### config.mk
export PLATFORM = sky130hd
export DESIGN_NAME = ahb_timer_slave_flat
export DESIGN_NICKNAME = d
export VERILOG_FILES = /design/src/rtl/ahb_timer_pkg.sv /design/src/rtl/ahb_timer_slave_if.sv /design/src/rtl/timer_counter.sv /design/src/rtl/ahb_timer_slave.sv /design/src/flat_wrapper.sv
export SDC_FILE = /design/constraint.sdc
export NUM_CORES = 1
export LEC_CHECK = 0
export ABC_AREA = 1
export BUFFER_PORTS_ARGS = -buffer_cell sky130_fd_sc_hd__buf_2
export CAP_MARGIN = 10
export CORE_MARGIN = 1.5
export CORE_UTILIZATION = 33
export DETAILED_ROUTE_END_ITERATION = 10
export PLACE_DENSITY = 0.54
export SLEW_MARGIN = 20
export SYNTH_ARGS = -nofsm -noshare
export SYNTH_HDL_FRONTEND = slang
export SYNTH_SLANG_ARGS = --single-unit
### constraint.sdc
create_clock -name clk -period 11.59 [get_ports clk]
set_input_delay 0.5795 -clock clk [delete_from_list [all_inputs] [get_ports clk]]
set_output_delay 0.5795 -clock clk [all_outputs]
set_load 0.01 [all_outputs]
### src/rtl/ahb_timer_pkg.sv
// ============================================================================
// ahb_timer_pkg : register map, bit indices, bus FSM states and decode helper.
// Optional feature macro: TIMER_PRESCALER_EN.   Revision 1.0
// ============================================================================
`default_nettype none

package ahb_timer_pkg;

  localparam logic [11:0] OFF_CTRL     = 12'h000;
  localparam logic [11:0] OFF_COUNT    = 12'h004;
  localparam logic [11:0] OFF_COMPARE  = 12'h008;
  localparam logic [11:0] OFF_STATUS   = 12'h00C;
  localparam logic [11:0] OFF_PRESCALE = 12'h010;

  localparam int CTRL_EN          = 0;
  localparam int CTRL_IRQ_EN      = 1;
  localparam int CTRL_AUTO_RELOAD = 2;
  localparam int STATUS_MATCH     = 0;

  localparam logic [31:0] COMPARE_RST = 32'hFFFF_FFFF;

  typedef enum logic [1:0] {
    ST_IDLE = 2'd0,
    ST_WAIT = 2'd1,
    ST_RESP = 2'd2
  } bus_state_t;

  typedef enum logic [2:0] {
    REG_CTRL     = 3'd0,
    REG_COUNT    = 3'd1,
    REG_COMPARE  = 3'd2,
    REG_STATUS   = 3'd3,
    REG_PRESCALE = 3'd4,
    REG_NONE     = 3'd7
  } reg_sel_t;

  // Misaligned or unmapped offsets map to REG_NONE, which the bus answers with an error.
  function automatic reg_sel_t reg_decode(input logic [11:0] off);
    reg_sel_t s;
    s = REG_NONE;
    if (off[1:0] == 2'b00) begin
      case (off)
        OFF_CTRL:     s = REG_CTRL;
        OFF_COUNT:    s = REG_COUNT;
        OFF_COMPARE:  s = REG_COMPARE;
        OFF_STATUS:   s = REG_STATUS;
`ifdef TIMER_PRESCALER_EN
        OFF_PRESCALE: s = REG_PRESCALE;
`endif
        default:      s = REG_NONE;
      endcase
    end
    return s;
  endfunction

endpackage

`default_nettype wire

### src/rtl/ahb_timer_slave_if.sv
// ============================================================================
// ahb_timer_slave_if : simple AHB-style slave bus bundle with master/slave views.
// Revision 1.0
// ============================================================================
`default_nettype none

interface ahb_timer_slave_if #(
  parameter int ADDR_WIDTH = 32,
  parameter int DATA_WIDTH = 32
);
  logic                  hsel;
  logic [ADDR_WIDTH-1:0] haddr;
  logic                  hwrite;
  logic [DATA_WIDTH-1:0] hwdata;
  logic                  hready;
  logic                  hresp;
  logic [DATA_WIDTH-1:0] hrdata;

  modport master (
    output hsel, haddr, hwrite, hwdata,
    input  hready, hresp, hrdata
  );

  modport slave (
    input  hsel, haddr, hwrite, hwdata,
    output hready, hresp, hrdata
  );
endinterface

`default_nettype wire

### src/rtl/timer_counter.sv
// ============================================================================
// timer_counter : COUNT/COMPARE/CTRL/MATCH registers, reload and tick logic.
// Optional feature macro: TIMER_PRESCALER_EN (adds PRESCALE).   Revision 1.0
// ============================================================================
`default_nettype none

module timer_counter
  import ahb_timer_pkg::*;
(
  input  logic        clk,
  input  logic        rst,
  input  logic        wr_ctrl,
  input  logic        wr_count,
  input  logic        wr_compare,
  input  logic        wr_status,
`ifdef TIMER_PRESCALER_EN
  input  logic        wr_prescale,
  output logic [7:0]  prescale,
`endif
  input  logic [31:0] wdata,
  output logic [2:0]  ctrl,
  output logic [31:0] count,
  output logic [31:0] compare,
  output logic        match,
  output logic        irq
);

  logic tick;
  logic en;
  logic hit;

  assign en  = ctrl[CTRL_EN];
  assign hit = en && tick && (count == compare);
  assign irq = match & ctrl[CTRL_IRQ_EN];

`ifdef TIMER_PRESCALER_EN
  logic [7:0] ps_cnt;

  assign tick = (ps_cnt == prescale);

  // The divider is held at zero while disabled so enabling starts a fresh period.
  always_ff @(posedge clk or posedge rst) begin
    if (rst) begin
      prescale <= '0;
      ps_cnt   <= '0;
    end else begin
      if (wr_prescale) begin
        prescale <= wdata[7:0];
      end
      if (!en || tick) begin
        ps_cnt <= '0;
      end else begin
        ps_cnt <= ps_cnt + 8'd1;
      end
    end
  end
`else
  assign tick = 1'b1;
`endif

  always_ff @(posedge clk or posedge rst) begin
    if (rst) begin
      ctrl    <= '0;
      count   <= '0;
      compare <= COMPARE_RST;
      match   <= 1'b0;
    end else begin
      if (wr_ctrl) begin
        ctrl <= wdata[2:0];
      end
      if (wr_compare) begin
        compare <= wdata;
      end
      // Bus write beats both the increment and the reload.
      if (wr_count) begin
        count <= wdata;
      end else if (en && tick) begin
        count <= (hit && ctrl[CTRL_AUTO_RELOAD]) ? 32'd0 : count + 32'd1;
      end
      // A hardware match beats a same-cycle write-1-to-clear.
      if (hit) begin
        match <= 1'b1;
      end else if (wr_status && wdata[STATUS_MATCH]) begin
        match <= 1'b0;
      end
    end
  end

endmodule

`default_nettype wire

### src/rtl/ahb_timer_slave.sv
// ============================================================================
// ahb_timer_slave : bus FSM (IDLE/WAIT/RESP) and register decode for the timer.
// Optional feature macro: TIMER_PRESCALER_EN.   Revision 1.0
// ============================================================================
`default_nettype none

module ahb_timer_slave
  import ahb_timer_pkg::*;
#(
  parameter int AHB_ADDR_WIDTH = 32,
  parameter int AHB_DATA_WIDTH = 32,
  parameter int WAIT_STATES    = 1
) (
  input  logic             clk,
  input  logic             rst,
  ahb_timer_slave_if.slave bus,
  output logic             irq
);

  localparam int         DEC_BITS  = (AHB_ADDR_WIDTH < 12) ? AHB_ADDR_WIDTH : 12;
  localparam logic [3:0] WAIT_LAST = 4'(WAIT_STATES - 1);

  bus_state_t                state;
  logic [3:0]                wait_cnt;
  logic [DEC_BITS-1:0]       addr_q;
  logic                      write_q;
  logic [31:0]               wdata_q;
  logic                      hready_q;
  logic                      hresp_q;
  logic [AHB_DATA_WIDTH-1:0] hrdata_q;

  reg_sel_t    sel;
  logic        err;
  logic        wr_commit;
  logic [31:0] rd_data;

  logic [2:0]  ctrl;
  logic [31:0] count;
  logic [31:0] compare;
  logic        match;
`ifdef TIMER_PRESCALER_EN
  logic [7:0]  prescale;
`endif

  assign sel       = reg_decode(12'(addr_q));
  assign err       = (sel == REG_NONE);
  assign wr_commit = (state == ST_RESP) && write_q && !err;

  assign bus.hready = hready_q;
  assign bus.hresp  = hresp_q;
  assign bus.hrdata = hrdata_q;

  always_comb begin
    rd_data = '0;
    case (sel)
      REG_CTRL:     rd_data = {29'd0, ctrl};
      REG_COUNT:    rd_data = count;
      REG_COMPARE:  rd_data = compare;
      REG_STATUS:   rd_data = {31'd0, match};
`ifdef TIMER_PRESCALER_EN
      REG_PRESCALE: rd_data = {24'd0, prescale};
`endif
      default:      rd_data = '0;
    endcase
  end

  // Response outputs are registered: they pulse in the cycle after RESP,
  // which is also the IDLE cycle that can accept the next access.
  always_ff @(posedge clk or posedge rst) begin
    if (rst) begin
      state    <= ST_IDLE;
      wait_cnt <= '0;
      addr_q   <= '0;
      write_q  <= 1'b0;
      wdata_q  <= '0;
      hready_q <= 1'b0;
      hresp_q  <= 1'b0;
      hrdata_q <= '0;
    end else begin
      hready_q <= 1'b0;
      hresp_q  <= 1'b0;
      hrdata_q <= '0;
      case (state)
        ST_IDLE: begin
          if (bus.hsel) begin
            addr_q   <= bus.haddr[DEC_BITS-1:0];
            write_q  <= bus.hwrite;
            wdata_q  <= 32'(bus.hwdata);
            wait_cnt <= '0;
            state    <= (WAIT_STATES == 0) ? ST_RESP : ST_WAIT;
          end
        end
        ST_WAIT: begin
          if (wait_cnt == WAIT_LAST) begin
            wait_cnt <= '0;
            state    <= ST_RESP;
          end else begin
            wait_cnt <= wait_cnt + 4'd1;
          end
        end
        ST_RESP: begin
          hready_q <= 1'b1;
          hresp_q  <= err;
          if (!write_q && !err) begin
            hrdata_q <= AHB_DATA_WIDTH'(rd_data);
          end
          state <= ST_IDLE;
        end
        default: state <= ST_IDLE;
      endcase
    end
  end

  timer_counter u_counter (
    .clk         (clk),
    .rst         (rst),
    .wr_ctrl     (wr_commit && (sel == REG_CTRL)),
    .wr_count    (wr_commit && (sel == REG_COUNT)),
    .wr_compare  (wr_commit && (sel == REG_COMPARE)),
    .wr_status   (wr_commit && (sel == REG_STATUS)),
`ifdef TIMER_PRESCALER_EN
    .wr_prescale (wr_commit && (sel == REG_PRESCALE)),
    .prescale    (prescale),
`endif
    .wdata       (wdata_q),
    .ctrl        (ctrl),
    .count       (count),
    .compare     (compare),
    .match       (match),
    .irq         (irq)
  );

endmodule

`default_nettype wire

### src/flat_wrapper.sv
// flat-port wrapper written by rule: the top's interface ports become plain ports
module ahb_timer_slave_flat import ahb_timer_pkg::*;
#(
  parameter int AHB_ADDR_WIDTH = 32,
  parameter int AHB_DATA_WIDTH = 32,
  parameter int WAIT_STATES    = 1
)
  (clk, rst, irq, bus_hsel, bus_haddr, bus_hwrite, bus_hwdata, bus_hready, bus_hresp, bus_hrdata);
  ahb_timer_slave_if #(.ADDR_WIDTH(32), .DATA_WIDTH(32)) bus_i ();
  input  logic clk;
  input  logic rst;
  output logic irq;
  input wire logic [$bits(bus_i.hsel)-1:0] bus_hsel;
  input wire logic [$bits(bus_i.haddr)-1:0] bus_haddr;
  input wire logic [$bits(bus_i.hwrite)-1:0] bus_hwrite;
  input wire logic [$bits(bus_i.hwdata)-1:0] bus_hwdata;
  output wire logic [$bits(bus_i.hready)-1:0] bus_hready;
  output wire logic [$bits(bus_i.hresp)-1:0] bus_hresp;
  output wire logic [$bits(bus_i.hrdata)-1:0] bus_hrdata;
  assign bus_i.hsel = bus_hsel;
  assign bus_i.haddr = bus_haddr;
  assign bus_i.hwrite = bus_hwrite;
  assign bus_i.hwdata = bus_hwdata;
  assign bus_hready = bus_i.hready;
  assign bus_hresp = bus_i.hresp;
  assign bus_hrdata = bus_i.hrdata;
  ahb_timer_slave #(.AHB_ADDR_WIDTH(AHB_ADDR_WIDTH), .AHB_DATA_WIDTH(AHB_DATA_WIDTH), .WAIT_STATES(WAIT_STATES)) u_core (.clk(clk), .rst(rst), .bus(bus_i), .irq(irq));
endmodule
-- Word-level counts from Yosys, hierarchy flattened
Index checks and enable logic that the tools add are counted.
- bits of input ports: 68
- bits in registers: 153
- equal/unequal tests: 12
- bitwise gates (word level): 1
- reduce and logical (&&, ||, !) cells: 23
- muxes and demuxes: 18
- add/sub/neg operators: 2
- operator list (operator ; count):
    $mux 32 ; 5
    $pmux 32 s4 ; 1
    $add 32x1->32 const B ; 1
    $eq 32x32->1 ; 1
    $eq 12x4->1 const B ; 2
    $eq 12x3->1 const B ; 1
    $logic_not 12->1 ; 1
    $pmux 3 s4 ; 1
    $logic_and 1x1->1 ; 10
    $mux 4 ; 2
    $pmux 4 s2 ; 1
    $eq 3x2->1 const B ; 2
    $reduce_and 2->1 ; 3
    $reduce_bool 2->1 ; 3
    $add 4x1->4 const B ; 1
    $logic_not 2->1 ; 2
    $logic_not 4->1 ; 1
    $mux 1 ; 4
    $mux 2 ; 2
    $pmux 2 s2 ; 1
    $eq 3x1->1 const B ; 1
    $eq 3x3->1 const B ; 1
    $logic_not 3->1 ; 1
    $mux 3 ; 1
    6 further kinds ; 7

-- Longest topological paths before layout
Gate-level depths: netlist (run 1).
- depth in word-level cells: 10
- mapped depth: 13
- gate-level depth less buffers: 11

-- By module
A second synthesis (run 1) with hierarchy kept.
- cell total of the unflattened synthesis: 1057
- area, all modules: 8174.1 µm²
- by module, submodules not included (module ; cells each ; times used ; area each (µm²)):
    timer_counter ; 649 ; 1 ; 4556.9
    ahb_timer_slave ; 408 ; 1 ; 3617.2

-- Worst setup path before layout (run 1)
Ideal clock, no wire load.
- kind: reg-to-reg
- start point: reg u_core.u_counter.compare[22]
- end point: reg u_core.u_counter.count[11]
- stages on the path, launching flop included: 13
- setup slack: 10032 ps
- arrival time: 1439 ps
- cell sequence: dfstp_2 inv_1 nand2_1 nand2_1 nor2_1 nand2_1 nor2_1 nand2_1 nor2_2 nand3_2 buf_6 nand4_1 nand2_1
- longest elaborated chain between the ends: 6
- ends and longest elaborated chain (item ; line ; text):
    start: declaration ; timer_counter.sv:23 ; output logic [31:0] compare,
    start signal: assignment ; timer_counter.sv:72 ; compare <= wdata;
    $eq 32x32->1 ; timer_counter.sv:33 ; assign hit = en && tick && (count == compare);
    $logic_and 1x1->1 ; timer_counter.sv:33 ;
    $logic_and 1x1->1 ; timer_counter.sv:78 ; count <= (hit && ctrl[CTRL_AUTO_RELOAD]) ? 32'd0 : count + 32'd1;
    $mux 32 ; timer_counter.sv:78 ;
    $mux 32 ; timer_counter.sv:77 ; end else if (en && tick) begin
    $mux 32 ; timer_counter.sv:75 ; if (wr_count) begin
    end signal: assignment ; timer_counter.sv:76 ; count <= wdata;
    end signal: assignment ; timer_counter.sv:78 ;
    end: declaration ; timer_counter.sv:22 ; output logic [31:0] count,
Every way passes these cells. The select of a mux whose other input is x is not followed.
A chain may end at the register's enable or synchronous reset.

-- Final worst setup path (run 1)
- start point: reg u_core.addr_q[1]
- end point: reg u_core.u_counter.count[17]
- longest elaborated chain between the ends: 8
- elaborated cells between the ends (all ways): 14
- ends and longest elaborated chain (item ; line ; text):
    start: declaration ; ahb_timer_slave.sv:25 ; logic [DEC_BITS-1:0] addr_q;
    start signal: assignment ; ahb_timer_slave.sv:86 ; addr_q <= bus.haddr[DEC_BITS-1:0];
    $eq 12x4->1 (tied with other cells) ; ahb_timer_pkg.sv:42 ; case (off)
    $pmux 3 s4 ; ahb_timer_pkg.sv:42 ;
    $mux 3 * ; ahb_timer_pkg.sv:41 ; if (off[1:0] == 2'b00) begin
    $eq 3x3->1 ; ahb_timer_slave.sv:46 ; assign err = (sel == REG_NONE);
    $logic_not 1->1 ; ahb_timer_slave.sv:47 ; assign wr_commit = (state == ST_RESP) && write_q && !err;
    $logic_and 1x1->1 ; ahb_timer_slave.sv:47 ;
    $logic_and 1x1->1 * ; ahb_timer_slave.sv:118 ; .wr_count (wr_commit && (sel == REG_COUNT)),
    $mux 32 or $reduce_bool 2->1 (tied branches) ; - ;
Every way passes the cells marked *; elsewhere a longest branch is shown, timed or not.

==> results of run 1 <==
## sequential cells by signal (all words and copies together), names as in the netlist
| signal | count |
|---|---|
| u_core.u_counter.compare | 32 |
| u_core.u_counter.count | 32 |
| u_core.bus.hrdata | 32 |
| u_core.u_counter.ctrl | 3 |
| u_core.state | 2 |
| u_core.u_counter.match | 1 |
| u_core.wait_cnt | 4 |
| u_core.addr_q | 12 |
| u_core.bus.hready | 1 |
| u_core.wdata_q | 32 |
| u_core.write_q | 1 |
| u_core.bus.hresp | 1 |
## routing by layer
metal	part of all wire	vias to the layer above	track usage	wire length [um]
met5	0	-	0	0
met4	0.0096	0	0.0475	223
met1	0.49	3348	0.259	11300
met3	0.035	11	0.0270	813
li1	-	3662	-	-
met2	0.47	143	0.306	11000
## stage by stage
step                      cells   util
after floorplan            1134      -
final                      1544  0.381
after CTS                  1544  0.381
after global placement     1512  0.359
after detailed placement   1512  0.359
after global routing       1544  0.381
## synth_stat cells
cell type,n
dfstp_2,32
nand3_2,6
xor2_1,11
clkbuf_1,11
nand2_4,5
nor2_1,76
o21ai_0,44
buf_4,4
o22ai_2,21
nand3_1,28
o221ai_1,2
nor3_2,5
a21oi_1,29
o22ai_1,3
inv_2,33
buf_1,3
buf_6,10
buf_2,9
inv_1,135
clkinv_1,4
nor3_1,9
nand2_1,436
nor2_2,9
nor2_8,1
nor2_4,2
o21ai_1,44
nand3b_1,1
dfrtp_1,121
and3_1,1
nand3_4,1
nand2_2,6
nand4_1,29
ha_1,3
## power by group through the flow
stage          clock [mW]  combinational (mW)  sequential, mW
2_1_floorplan           0              0.0782           0.597
3_5_place_dp            0               0.111           0.601
4_1_cts             0.543               0.111           0.592
3_3_place_gp            0               0.109           0.601
5_1_grt             0.567               0.125           0.597
6_report            0.530               0.107           0.592
## kinds of logic after synthesis
| family | after synthesis | synth area share |
|---|---|---|
| buffers and inverters | 209 | 0.106 |
| xor gates and xnor gates | 11 | 0.0115 |
| and+or+nand+nor | 615 | 0.312 |
| adders and majority gates | 3 | 0.00447 |
| DFF | 153 | 0.461 |
| AOI/OAI and AO/OA | 143 | 0.105 |
## area by class of cell
class	instances	area [um2]
clock inverters	14	114
flip-flops and latches	153	3870
fillers	2716	15500
multi-input cells	772	3640
repair buffers	85	437
well taps	330	413
clock buffers	18	439
inverters	172	651
## worst max-delay path, delay by kind of cell (launching register included)
family	cells	cell delay, ns
DFF	1	0.39
AOI/OAI and AO/OA	1	0.09
and+or+nand+nor	7	1.22
buffers and inverters	3	0.95
## path summary, 6_finish.rpt
check | slack [ns] | startpoint | end | cells after the start
min in group clk | 0.34 | bus_haddr[5] | u_core.addr_q[5]$_DFFE_PP0P_ | 3
max in group asynchronous | 10.15 | rst | u_core.u_counter.count[26]$_DFFE_PP0P_ | 3
max reg2reg | 8.82 | u_core.addr_q[1]$_DFFE_PP0P_ | u_core.u_counter.count[17]$_DFFE_PP0P_ | 11
min | 0.24 | rst | u_core.bus.hrdata[6]$_DFF_PP0_ | 2
max | 8.82 | u_core.addr_q[1]$_DFFE_PP0P_ | u_core.u_counter.count[17]$_DFFE_PP0P_ | 11
min reg2reg | 0.48 | u_core.addr_q[7]$_DFFE_PP0P_ | u_core.addr_q[7]$_DFFE_PP0P_ | 2
==> PnR_summary.wiki, run 1 <==
{| class="wikitable"
! Metric !! Value
|-
| IR Drop Worst-Case VDD || 76.4 uV
|-
| Final Hold Fails || 0
|-
| Port bufs || 82
|-
| Final routed wirelength across all metal layers || 23,300 um
|-
| Setup violation total in the final timing report || 0
|-
| Count of buffers added by post-CTS timing repair for setup || 0
|-
| Arrival time worst endpoint || 3.12 ns
|-
| CTS HTree Levels || 4
|-
| Area Overhead vs Synth || 13.9%
|-
| Quantity of hold-fixing buffers added after cts || 0
|-
| Post-synthesis instance total || 1,134
|-
| Cell at the root of the clock tree || clkbuf_16
|-
| Post-route cell area || 0.00956 mm2
|-
| Boundary Pins || 103
|-
| Combinational Power Share || 0.087
|-
| Startpoint type of the worst setup path || flip-flop
|-
| Crit path required time || 11.93 ns
|-
| Number of global-route vias before repair || 6,990
|-
| Full die area || 0.0264 mm2
|-
| Most common library cell in the layout ignoring fill and taps || nand2_1
|-
| Number of DRC markers in iteration 0 || 520
|-
| CP max stage delay || 0.51 ns
|-
| Path type of the worst min-delay path || input port to async pin
|-
| Worst path setup slack after routing || 8.82 ns
|-
| Drt via density || 4.64
|-
| Total power divided by cell area || 129 mW/mm2
|-
| Post-place setup slack || 8.77 ns
|-
| Power share of the sequential group || 0.482
|-
| Maximum number of pins on one net before global-route repair || 81
|-
| Share of final-layout standard cells stronger than drive strength 1 || 0.197
|-
| Unrepaired setup endpoints after global routing || no
|-
| Min Tclk post-route || 2.77 ns
|-
| Max frequency || 0.361 GHz
|-
| Antenna Violating Nets Remaining || 0
|-
| Width of the die || 163 um
|-
| Slowest-stage cell, CP || nand2_4
|-
| Final Wtd Congestion || 0.920
|-
| Total Routing Usage GR || 0.187
|-
| Area after detailed placement || 0.00901 mm2
|-
| Final max-slew violation count || 0
|-
| Setup TNS Final || 0 ns
|-
| Cell types with the largest area share after synthesis || dfrtp_1 36%, nand2_1 19%, dfstp_2 10%, inv_1 6.0%, nor2_1 3.4%
|-
| Crit-path max FO || 31
|-
| Setup Skew || 0.0103 ns
|-
| Clock edge transition at the registers on the reported setup and hold paths || 0.07 ns
|-
| Total clock sinks || 153
|-
| Status || completed
|-
| Number of placement rows || 58
|-
| Later-pin clock latency in the skew report || 0.43 ns
|-
| Smallest hold slack || 0.236 ns
|-
| Area of the mapped netlist || 0.00840 mm2
|-
| Total overflow reported by the global router || 0
|-
| Effective utilization at floorplan || 0.334
|-
| Net Count, Synth || 1,205
|-
| Via Count || 7,164
|-
| PnR Total Power || 1.23 mW
|-
| Synth Warn # || 0
|-
| Count of inserted antenna diode cells || 0
|-
| Max_slew headroom || 0.380
|-
| TritonCTS clock tree || done
|-
| Category of the most critical setup path || flip-flop to flip-flop
|-
| Post-synth top area cell || dfrtp_1
|-
| Leak || 4.70 nW
|-
| Antenna violations before repair || 0
|-
| CTS max path bufs || 2
|-
| Die boundary height || 163 um
|-
| Capturing element type of the critical path || flip-flop
|-
| First-pass GRT wire length || 38,000 um
|-
| Series of cell instances along the critical path || nor2_2, inv_1, nor2_1, nand3_1, nand2_1, nand2_2, inv_2, nand2_4, inv_2, nand2_1, o21ai_1
|-
| Number of nets in the finished design || 1,272
|-
| Synth unique cells || 33
|-
| Switching power || 0.339 mW
|-
| Length of the first detailed-routing pass in iterations || 5
|-
| Final cycle utilization of the critical path || 0.239
|-
| Core Region || 0.0251 mm2
|-
| Yosys reg bits || 153
|-
| HPWL after detailed placement || 16,900 um
|-
| Internal portion of total power || 0.890 mW
|-
| Cts bufs inserted || 17
|-
| Post-cts repair resize count || 0
|-
| DRC violation count after routing || 0
|-
| Share of the synthesized area in the top cell type || 0.361
|-
| Register area share after synthesis || 0.461
|-
| Count of max-cap constraint violations || 0
|-
| Avg WL per Cell || 15.1 um
|-
| Post-synthesis average cell area || 7.40 um2
|-
| Worst-Margin Slew || 0.930 ns
|-
| Highest-count cells in the layout ignoring fill and taps || 436 x nand2_1, 134 x inv_1, 121 x dfrtp_1
|-
| Switching part of the total power || 0.276
|-
| Clock network fraction of design power || 0.431
|}
No activity file was read; power rests on OpenSTA's default activity.
==> run 2: changes to the inputs <==
--- a/config.mk
+++ b/config.mk
@@ -11,7 +11,7 @@
 export CORE_MARGIN = 1.5
 export CORE_UTILIZATION = 33
 export DETAILED_ROUTE_END_ITERATION = 10
-export PLACE_DENSITY = 0.54
+export PLACE_DENSITY = 0.56
 export SLEW_MARGIN = 20
 export SYNTH_ARGS = -nofsm -noshare
 export SYNTH_HDL_FRONTEND = slang
==> constraint.sdc (replaced) <==
create_clock -name clk -period 2.45 [get_ports clk]
set_input_delay 0.1225 -clock clk [delete_from_list [all_inputs] [get_ports clk]]
set_output_delay 0.1225 -clock clk [all_outputs]
set_load 0.01 [all_outputs]
==> run 2 against run 1 <==
Compared with the run above:
- final area grew 6.9%
- sequential power increased to 4.7 times the previous value
- routed wire length up 3.1%
- clock-buffer cell count fell by 1
- utilization is 2.6 points higher
- non-clock buffer count up 60
- power rose to 4.9 times the previous value
- combinational power increased to 5.5 times the previous value
- clock power increased to 5.0 times the previous value
- highest routed layer unchanged
- largest cell class unchanged
- sequential cell count is the same
- first-iteration DRC count shrank 14%
- worst hold slack improved by 0.021 ns
==> PnR_summary.wiki, run 2 (same netlist as run 1, synthesis figures left out) <==
{| class="wikitable"
! Metric !! Value
|-
| Status || completed
|-
| Startpoint type of the worst setup path || flip-flop
|-
| HPWL after detailed placement || 17,600 um (+3.7%)
|-
| Number of standard cells in the final layout excluding fillers || 1,604 (+3.9%)
|-
| Length of the first detailed-routing pass in iterations || 5 (unchanged)
|-
| Kind of cell adding the most delay to the critical path || simple AND/OR/NAND/NOR gates
|-
| Category of the most critical setup path || flip-flop to flip-flop
|-
| Worst R2R End || u_core.u_counter.count[23]$_DFFE_PP0P_
|-
| Setup TNS Final || 0 ns (unchanged)
|-
| Arrival time worst endpoint || 2.39 ns (-0.73 ns)
|-
| First-pass GRT wire length || 38,900 um (+2.5%)
|-
| CTS max path bufs || 2 (unchanged)
|-
| Slowest-stage cell, CP || dfstp_2
|-
| Path type of the worst min-delay path || input port to flip-flop
|-
| Worst min-delay path startpoint || bus_hsel
|-
| Final Core Density || 0.407 (+0.0261)
|-
| Post-Place Cells || 1,526 (+0.93%)
|-
| Min Tclk post-route || 2.07 ns (-0.706 ns)
|-
| Via Count || 7,399 (+3.3%)
|-
| Cell at the root of the clock tree || clkbuf_16
|-
| Count of inserted antenna diode cells || 0 (unchanged)
|-
| Later-pin clock latency in the skew report || 0.45 ns (+0.02 ns)
|-
| Antenna violations before repair || 0 (unchanged)
|-
| CP max stage delay || 0.57 ns (+0.06 ns)
|-
| Maximum number of pins on one net before global-route repair || 65 (-20%)
|-
| Detailed route wirelength on metal3 || 730 um (-10%)
|-
| WP depth || 11 (unchanged)
|-
| Final max-slew violation count || 0 (unchanged)
|-
| Area of all sequential standard cells || 0.00387 mm2 (unchanged)
|-
| Total Routing Usage GR || 0.192 (+0.00489)
|-
| Number of placement rows || 58 (unchanged)
|-
| CTS HTree Levels || 4 (unchanged)
|-
| Unrepaired setup endpoints after global routing || no
|-
| Final Wtd Congestion || 0.953 (+3.5%)
|-
| Series of cell instances along the critical path || inv_1, nand2_1, nand2_1, nor2_1, nand2_1, nor2_1, nand2_1, nor2_2, nand3_2, nand4_1, nand2_1
|-
| Quantity of hold-fixing buffers added after cts || 46 (+46)
|-
| Number of DRC markers in iteration 0 || 448 (-14%)
|-
| Max_slew headroom || 0.460 (+0.0806)
|-
| Area of combinational cells with multiple inputs || 0.00364 mm2 (unchanged)
|-
| Highest-count cells in the layout ignoring fill and taps || 436 x nand2_1, 134 x inv_1, 121 x dfrtp_1
|-
| Number of nets in the finished design || 1,332 (+4.7%)
|-
| TritonCTS clock tree || done
|-
| Crit path required time || 2.77 ns (-9.16 ns)
|-
| Core Region || 0.0251 mm2 (unchanged)
|-
| Avg WL per Cell || 15.0 um (-0.71%)
|-
| Max frequency || 0.484 GHz (+34%)
|-
| Worst path setup slack after routing || 0.383 ns (-8.43 ns)
|-
| Detailed-routing wirelength on met1 || 11,900 um (+5.0%)
|-
| Share of final-layout standard cells stronger than drive strength 1 || 0.199 (+0.00172)
|-
| Area Overhead vs Synth || 21.7%
|-
| Most frequent CP cell || nand2_1
|-
| Drt via density || 4.61 (-0.58%)
|-
| Crit-path max FO || 15 (-52%)
|-
| Total overflow reported by the global router || 0 (unchanged)
|-
| Post-place setup slack || 0.443 ns (-8.32 ns)
|-
| Startpoint of the worst register-to-register path || u_core.u_counter.compare[22]$_DFFE_PP1P_
|-
| Final Hold Fails || 0 (unchanged)
|-
| Worst-Margin Slew || 0.808 ns (-0.123 ns)
|-
| Setup violation total in the final timing report || 0 (unchanged)
|-
| Final cycle utilization of the critical path || 0.844 (+0.604)
|-
| Full die area || 0.0264 mm2 (unchanged)
|-
| Cts bufs inserted || 17 (unchanged)
|-
| Total clock sinks || 153 (unchanged)
|-
| Count of max-cap constraint violations || 0 (unchanged)
|-
| Total power divided by cell area || 592 mW/mm2 (+360%)
|-
| Die boundary height || 163 um (unchanged)
|-
| Number of global-route vias before repair || 7,251 (+3.7%)
|-
| Post-cts repair resize count || 0 (unchanged)
|-
| DRC violation count after routing || 0 (unchanged)
|-
| Fillers || 2,681 (-1.3%)
|-
| Count of buffers added by post-CTS timing repair for setup || 0 (unchanged)
|-
| Met2 WL post-DR || 11,100 um (+1.4%)
|-
| Hold Path Cell Cnt || 3
|-
| Depth of the worst register-to-register path || 11 (unchanged)
|-
| Highest signal layer in the routed design || met4
|-
| Antenna Violating Nets Remaining || 0 (unchanged)
|-
| Clock edge transition at the registers on the reported setup and hold paths || 0.08 ns (about the same)
|-
| CP Buf/Inv Count || 1 (-2)
|-
| Capturing element type of the critical path || flip-flop
|-
| Most common library cell in the layout ignoring fill and taps || nand2_1
|-
| Port bufs || 82 (unchanged)
|-
| Final routed wirelength across all metal layers || 24,100 um (+3.1%)
|-
| Setup Skew || 0.0195 ns (+0.00922 ns)
|-
| IR Drop Worst-Case VDD || 413 uV (+440%)
|-
| Boundary Pins || 103 (unchanged)
|-
| Effective utilization at floorplan || 0.334 (unchanged)
|-
| Smallest hold slack || 0.257 ns (+0.0207 ns)
|-
| Width of the die || 163 um (unchanged)
|-
| Setup slack on the worst flop-to-flop path || 0.38 ns (-8.43 ns)
|-
| Terminating pin of the worst hold path || u_core.state[0]$_DFFE_PP0P_
|-
| Leak || 4.99 nW (+6.2%)
|}
-- run 2: tightest hold or removal path: stages --
cell and delay [ns]:
buf_2 0.10, nand3_1 0.34, nand2_1 0.10
-- run 2: worst max-delay path by stage --
stage	from	to	slack, ns
finish	u_core.u_counter.compare[22]$_DFFE_PP1P_	u_core.u_counter.count[23]$_DFFE_PP0P_	0.38
global route	u_core.addr_q[4]$_DFFE_PP0P_	u_core.u_counter.count[16]$_DFFE_PP0P_	0.22
CTS	u_core.addr_q[1]$_DFFE_PP0P_	u_core.u_counter.count[16]$_DFFE_PP0P_	0.41
detailed placement	u_core.addr_q[1]$_DFFE_PP0P_	u_core.u_counter.count[16]$_DFFE_PP0P_	0.44
global placement	u_core.u_counter.compare[22]$_DFFE_PP1P_	u_core.u_counter.count[30]$_DFFE_PP0P_	0.42
floorplan	rst	u_core.addr_q[0]$_DFFE_PP0P_	0.42
-- run 2: report_power, final --
part	total (mW)	switching [mW]	internal [mW]	leakage [nW]
logic	0.585	0.374	0.210	2.76
clock network	2.67	1.29	1.38	0.291
registers	2.79	0.0822	2.71	1.94
total	6.05	1.74	4.30	4.99
-- run 2: per-layer routing --
layer | global-route usage | vias up
li1 | - | 3783
met1 | 0.267 | 3473
met2 | 0.309 | 123
met3 | 0.0290 | 20
met4 | 0.0555 | 0
met5 | 0 | -
-- run 2: per-stage QoR --
step	total power [mW]	cell area (um2)
2_1_floorplan	3.19	8400
3_3_place_gp	3.37	9160
3_5_place_dp	3.38	9160
4_1_cts	6.15	10200
5_1_grt	6.36	10200
6_report	6.05	10200
-- run 2: layout make-up --
| type | count | area share |
|---|---|---|
| Clock buffer | 17 | 0.0416 |
| Clock inverter | 15 | 0.0169 |
| Inverter | 172 | 0.0635 |
| Multi-Input combinational cell | 772 | 0.356 |
| Sequential cell | 153 | 0.379 |
| Tap cell | 330 | 0.0404 |
| Timing Repair Buffer | 145 | 0.103 |
